$ cat src/rtl/uart_pkg.sv
// Shared definitions for the UART transmit arbiter: FSM state encoding and
// a constant-evaluable ceiling-log2 used to size index and counter fields.
package uart_pkg;

    // Arbiter FSM states.
    typedef enum logic [1:0] {
        ST_IDLE   = 2'd0,
        ST_ACCEPT = 2'd1,
        ST_START  = 2'd2,
        ST_WAIT   = 2'd3
    } state_t;

    // Ceiling log2; returns the number of bits needed to index 'value' items.
    function automatic int clog2(input int value);
        int result;
        result = 0;
        for (int i = 0; i < 31; i++) begin
            if ((1 << i) < value) begin
                result = i + 1;
            end
        end
        return result;
    endfunction

endpackage

$ cat src/rtl/rr_pick.sv
// Round-robin picker: starting just after 'ptr' and wrapping modulo N_REQ,
// report the first asserted request bit. Purely combinational.
module rr_pick
    import uart_pkg::*;
#(
    parameter int N_REQ = 4
) (
    input  logic [N_REQ-1:0]        req,
    input  logic [clog2(N_REQ)-1:0] ptr,
    output logic                    found,
    output logic [clog2(N_REQ)-1:0] idx
);

    localparam int IDX_W = clog2(N_REQ);

    logic [IDX_W-1:0] cand;

    // Scan from the farthest offset down to ptr+1 so the nearest hit wins.
    always_comb begin
        found = 1'b0;
        idx   = '0;
        cand  = '0;
        for (int off = N_REQ; off >= 1; off--) begin
            cand = IDX_W'((int'(ptr) + off) % N_REQ);
            if (req[cand]) begin
                found = 1'b1;
                idx   = cand;
            end
        end
    end

endmodule

$ cat src/rtl/uart_tx_arbiter.sv
// Shares one uart_tx serializer between N_REQ byte-stream requesters.
// Round-robin grants with packet atomicity: a grant is held until the
// requester flags its last byte or MAX_BURST bytes have been sent. Each byte
// is handed to uart_tx with a one-cycle tx_data_en strobe, and the next byte
// is only accepted after uart_tx reports tx_finish. A watchdog releases a
// grant that sits in ACCEPT or WAIT for TIMEOUT cycles.
module uart_tx_arbiter
    import uart_pkg::*;
#(
    parameter int N_REQ     = 4,
    parameter int MAX_BURST = 8,
    parameter int TIMEOUT   = 1048576
) (
    input  logic                    clk_in,
    input  logic                    rst,
    input  logic [N_REQ-1:0]        req_valid,
    input  logic [8*N_REQ-1:0]      req_data,
    input  logic [N_REQ-1:0]        req_last,
    output logic [N_REQ-1:0]        req_ready,
    output logic                    tx_data_en,
    output logic [7:0]              tx_data_in,
    input  logic                    tx_finish,
    output logic [clog2(N_REQ)-1:0] grant_id,
    output logic                    busy,
    output logic                    timeout_err
);

    localparam int GW   = clog2(N_REQ);
    localparam int WD_W = clog2(TIMEOUT + 1);

    // Watchdog fires in the TIMEOUT-th cycle spent in ACCEPT or WAIT.
    localparam logic [WD_W-1:0] WD_LAST   = WD_W'(TIMEOUT - 1);
    localparam logic [8:0]      BURST_CAP = 9'(MAX_BURST);
    // Pointer starts at the top index so requester 0 wins the first scan.
    localparam logic [GW-1:0]   PTR_INIT  = GW'(N_REQ - 1);

    state_t           state;
    state_t           state_n;
    logic [GW-1:0]    grant;
    logic [GW-1:0]    grant_n;
    logic [GW-1:0]    ptr;
    logic [GW-1:0]    ptr_n;
    logic [7:0]       data;
    logic [7:0]       data_n;
    logic             last;
    logic             last_n;
    logic [7:0]       burst;
    logic [7:0]       burst_n;
    logic [8:0]       burst_inc;
    logic [WD_W-1:0]  wd;
    logic [WD_W-1:0]  wd_n;
    logic             wd_expired;
    logic [N_REQ-1:0] ready_n;
    logic             en_n;
    logic             terr_n;

    logic             pick_found;
    logic [GW-1:0]    pick_idx;

    logic [7:0]       sel_data;
    logic             sel_valid;
    logic             sel_last;

    rr_pick #(
        .N_REQ (N_REQ)
    ) u_pick (
        .req   (req_valid),
        .ptr   (ptr),
        .found (pick_found),
        .idx   (pick_idx)
    );

    // Route the granted requester's byte, valid and last flag.
    always_comb begin
        sel_data  = '0;
        sel_valid = 1'b0;
        sel_last  = 1'b0;
        for (int i = 0; i < N_REQ; i++) begin
            if (grant == GW'(i)) begin
                sel_data  = req_data[8*i +: 8];
                sel_valid = req_valid[i];
                sel_last  = req_last[i];
            end
        end
    end

    assign burst_inc  = {1'b0, burst} + 9'd1;
    assign wd_expired = (wd == WD_LAST);

    // Next-state, datapath capture and next registered outputs.
    always_comb begin
        state_n = state;
        grant_n = grant;
        ptr_n   = ptr;
        data_n  = data;
        last_n  = last;
        burst_n = burst;
        wd_n    = wd;
        terr_n  = 1'b0;
        ready_n = '0;
        en_n    = 1'b0;

        case (state)
            ST_IDLE: begin
                if (pick_found) begin
                    grant_n = pick_idx;
                    burst_n = '0;
                    wd_n    = '0;
                    state_n = ST_ACCEPT;
                end
            end

            ST_ACCEPT: begin
                if (sel_valid) begin
                    data_n  = sel_data;
                    last_n  = sel_last;
                    state_n = ST_START;
                end else if (wd_expired) begin
                    terr_n  = 1'b1;
                    ptr_n   = grant;
                    state_n = ST_IDLE;
                end else begin
                    wd_n = wd + 1'b1;
                end
            end

            ST_START: begin
                wd_n    = '0;
                state_n = ST_WAIT;
            end

            ST_WAIT: begin
                // A finish arriving in the expiry cycle takes priority.
                if (tx_finish) begin
                    burst_n = burst_inc[7:0];
                    if (last || (burst_inc == BURST_CAP)) begin
                        ptr_n   = grant;
                        state_n = ST_IDLE;
                    end else begin
                        wd_n    = '0;
                        state_n = ST_ACCEPT;
                    end
                end else if (wd_expired) begin
                    terr_n  = 1'b1;
                    ptr_n   = grant;
                    state_n = ST_IDLE;
                end else begin
                    wd_n = wd + 1'b1;
                end
            end

            default: begin
                state_n = ST_IDLE;
            end
        endcase

        if (state_n == ST_ACCEPT) begin
            ready_n[grant_n] = 1'b1;
        end
        en_n = (state_n == ST_START);
    end

    // State, datapath and output registers with synchronous reset.
    always_ff @(posedge clk_in) begin
        if (rst) begin
            state       <= ST_IDLE;
            grant       <= '0;
            ptr         <= PTR_INIT;
            data        <= '0;
            last        <= 1'b0;
            burst       <= '0;
            wd          <= '0;
            req_ready   <= '0;
            tx_data_en  <= 1'b0;
            timeout_err <= 1'b0;
        end else begin
            state       <= state_n;
            grant       <= grant_n;
            ptr         <= ptr_n;
            data        <= data_n;
            last        <= last_n;
            burst       <= burst_n;
            wd          <= wd_n;
            req_ready   <= ready_n;
            tx_data_en  <= en_n;
            timeout_err <= terr_n;
        end
    end

    assign tx_data_in = data;
    assign grant_id   = grant;
    assign busy       = (state != ST_IDLE);

endmodule

$ cat config.mk
export PLATFORM = sky130hd
export DESIGN_NAME = uart_tx_arbiter
export DESIGN_NICKNAME = d
export VERILOG_FILES = /design/src/rtl/uart_pkg.sv /design/src/rtl/rr_pick.sv /design/src/rtl/uart_tx_arbiter.sv
export SDC_FILE = /design/constraint.sdc
export NUM_CORES = 1
export LEC_CHECK = 0
export CAP_MARGIN = 20
export CORE_MARGIN = 4
export CORE_UTILIZATION = 47
export DETAILED_ROUTE_END_ITERATION = 7
export HOLD_SLACK_MARGIN = 0.12
export PLACE_DENSITY = 0.79
export SLEW_MARGIN = 20
export SYNTH_ARGS = -nofsm -noshare
export SYNTH_HDL_FRONTEND = slang
export SYNTH_SLANG_ARGS = --single-unit
$ cat constraint.sdc
create_clock -name clk_in -period 2.5 [get_ports clk_in]
set_input_delay 0.375 -clock clk_in [delete_from_list [all_inputs] [get_ports clk_in]]
set_output_delay 0.375 -clock clk_in [all_outputs]
set_load 0.01 [all_outputs]
==> results.py, run 1 <==
metrics = {
    "outcome": {
        "status": "finished clean",
    },
    "clock_network": {
        "worst_skew_pair.late_latency_ns": 0.31,
        "cts_tree": "yes",
        "clk_pin_slew_worst_paths_ns": 0.10,
        "cts-root-buf": "clkbuf_8",
        "clock_tree.buffer_depth": 2,
        "cts_hold_buf": 0,
        "cts_buffers": 5,
        "cts.sinks": 50,
        "post-cts-setup-buffers": 0,
        "cts_resized": 0,
        "htree_levels": 2,
    },
    "logic_synthesis": {
        "yosysSeqAreaShare_pct": 35.3,
        "ys_types": 45,
        "synth_top_area_share_pct": 35.3,
        "synth_nets": 395,
        "yosysMostFrequentCell": "dfxtp_1",
        "yosys_register_bits": 50,
        "synth.area.top_cells": "dfxtp_1 35%, mux4_2 7.9%, a21oi_1 6.5%, nor2_1 6.0%, mux2i_1 4.6%",
        "synthTopCellsByCount": "50 x dfxtp_1, 45 x nor2_1, 37 x a21oi_1",
        "synth_flop_cell": "dfxtp_1",
        "synth_top_family_by_area": "simple AND/OR/NAND/NOR gates",
        "synth_top_area_cell": "dfxtp_1",
        "ys_warn_count": 0,
        "synth_compound_area_share_pct": 16.7,
        "muxShareOfSynthArea_pct": 12.5,
        "yosys.area_share.simple_pct": 30.3,
        "syn_avg_cell_area_um2": 8.10,
        "netlist_instances": 350,
        "syn-cell-area_um2": 2830,
        "postSynth.asyncResetShare_pct": 0,
        "synth_xor_area_share_pct": 0.309,
        "synthAdderAreaFrac_pct": 0.883,
        "synth_edf_count": 0,
    },
    "worst_hold_path": {
        "holdPathStages": 2,
        "min_path_type": "register to register",
    },
    "sta": {
        "setup_tns_ns": 0,
        "worst_slew_pin_slew_ns": 0.578,
        "fin_skew_ns": 0.00782,
        "fmax_ghz": 0.422,
        "drv_slew": 0,
        "setup_viol": 0,
        "period_needed_ns": 2.37,
        "rsz0062_at_grt": "no",
        "hold_viol": 0,
        "max-slew-margin-rel_pct": 61.3,
        "timing.final.crit_share_pct": 94.9,
    },
    "grt": {
        "grt_pass1_wl_um": 13400,
        "antenna_found_initial": 0,
        "grt_pass1_vias": 3069,
        "grt_max_degree": 21,
        "track_usage_pct": 22.2,
        "gr-total-overflow": 0,
    },
    "place": {
        "gp_congestion": 0.928,
        "port_buffers": 59,
        "placed_cell_area_um2": 3620,
        "dp_cells": 486,
        "place_hpwl_um": 5760,
    },
    "layout": {
        "register_area_um2": 1000,
        "multi_input_area_um2": 1730,
        "fillerInstances": 502,
        "area_delta_synth_final_pct": 33.2,
        "instances_no_fill": 494,
        "drive_above_1_share_pct": 11.2,
        "nets": 463,
        "diodes": 0,
        "fin_area_um2": 3780,
    },
    "critical_path": {
        "start_kind": "input pin",
        "cp_data_arrival_time_ns": 2.62,
        "worstSetupPathType": "input pin to register",
        "critPathMaxStageDelay_ns": 0.51,
        "path_cells": "clkdlybuf4s50_1, mux4_2, and3_1, or3_4, or4_1, a21oi_1",
        "crit_fanout": 7,
        "r2r_cells": 5,
        "critical-path-slowest-cell": "or4_1",
        "end_kind": "register",
        "critical_path_required_ns": 2.75,
    },
    "power": {
        "power_mw": 1.98,
        "p_per_area_nw_per_um2": 525,
        "ir_drop_mv": 0.350,
        "power.leakage_nw": 1.35,
    },
    "routing": {
        "post_drt_wl_per_cell_um": 15.6,
        "firstDrtPassIters": 7,
        "antenna_left": 0,
        "vias": 2951,
        "viasPerCell": 5.97,
        "wl_um": 7700,
        "first_iter_violations": 392,
        "drc_errors": 0,
    },
    "floorplan": {
        "ios": 60,
        "row_count": 28,
        "coreArea_um2": 5890,
        "die_h_um": 85.7,
        "start_util_pct": 48.2,
        "die_x_um": 85.7,
        "die_area_um2": 7340,
    },
    "job": {
        "drv_cap": 0,
    },
}
[kinds of logic (layout without fill, tap and decap cells)]
logic type / count (synthesis) / in the layout
simple gates: 160 / 160
flops: 50 / 50
buf+inv: 29 / 98
mux: 23 / 23
fa+ha+maj: 2 / 2
compound gates: 85 / 85
xor+xnor: 1 / 1
[cells in the final DEF, fill, tap and decap left out, types with 6 or more instances in the layout]
cell	netlist	routed
a21oi_1	37	37
nand2_1	19	19
or4_1	7	7
mux4_2	10	10
nand3b_1	8	8
nor3_1	13	13
o21ai_1	16	16
inv_1	7	7
buf_4	0	23
and2_1	6	6
mux2i_1	13	13
nand4_1	13	13
a31oi_1	6	6
o21ai_0	11	11
clkbuf_8	0	6
clkdlybuf4s50_1	0	59
nor2_1	45	45
nand3_1	17	17
dfxtp_1	50	50
[metal layers]
layer  up-vias  GRT usage [%]  routed length, um
met1      1382           26.2               3160
li1       1428              -                  -
met4         0           5.32                 67
met3        10           5.96                625
met2       131           39.8               3850
met5         -              0                  0
[per-stage QoR]
step | hold WS (ns) | util (%) | setup WS, ns
6_report | 0.487 | 64.2 | 0.129
5_1_grt | 0.520 | 64.2 | 0.0446
4_1_cts | 0.487 | 64.0 | 0.134
3_5_place_dp | 0.473 | 61.6 | -0.184
3_3_place_gp | 0.466 | 61.6 | -0.137
2_1_floorplan | 0.445 | - | 0.217
[critical path, delay by kind of cell]
| kind | cells | cell delay [ns] |
|---|---|---|
| muxes | 1 | 0.50 |
| and+or+nand+nor | 3 | 1.15 |
| AOI/OAI and AO/OA | 1 | 0.15 |
| buffers and inverters | 1 | 0.43 |
[cell type report]
cell class                 count  share of cell area, %
inverter                       7                  0.696
multi-input combinational    271                   45.8
clock buffer                   6                   2.19
sequential                    50                   26.5
tap                           75                   2.49
timing repair buffer          83                   20.7
clock inverter                 2                   1.59
[worst paths after layout]
kind,slack (ns),endpoint,startpoint
max,0.13,wd[18],req_valid[2]
min,0.49,wd[20],wd[20]
max reg2reg,0.23,wd[18],grant_id[0]
min reg2reg,0.49,wd[20],wd[20]
[registers in the layout, indices dropped and copies added (netlist names)]
| name | count |
|---|---|
| req_ready | 4 |
| timeout_err | 1 |
| grant_id | 2 |
| tx_data_en | 1 |
| state | 2 |
| wd | 21 |
| tx_data_in | 8 |
| ptr | 2 |
| last | 1 |
| burst | 8 |
[power by group]
part | internal (mW) | switching [mW] | total (mW)
combinational | 0.231 | 0.202 | 0.432
sequential | 0.824 | 0.0227 | 0.846
clock | 0.427 | 0.278 | 0.705
total | 1.48 | 0.502 | 1.98
Note: power is estimated with default switching activity, not from simulation.
==> run 2, diff against run 1 <==
Settings changed: CAP_MARGIN 20 to 40.
==> results of run 2 <==
Same layout as run 1: the final DEF is identical, and so are final timing and power.
==> run 3, diff against run 2 <==
Settings changed: CAP_MARGIN 40 to 20.
==> results of run 3 <==
Same layout as run 1: the final DEF is identical, and so are final timing and power.
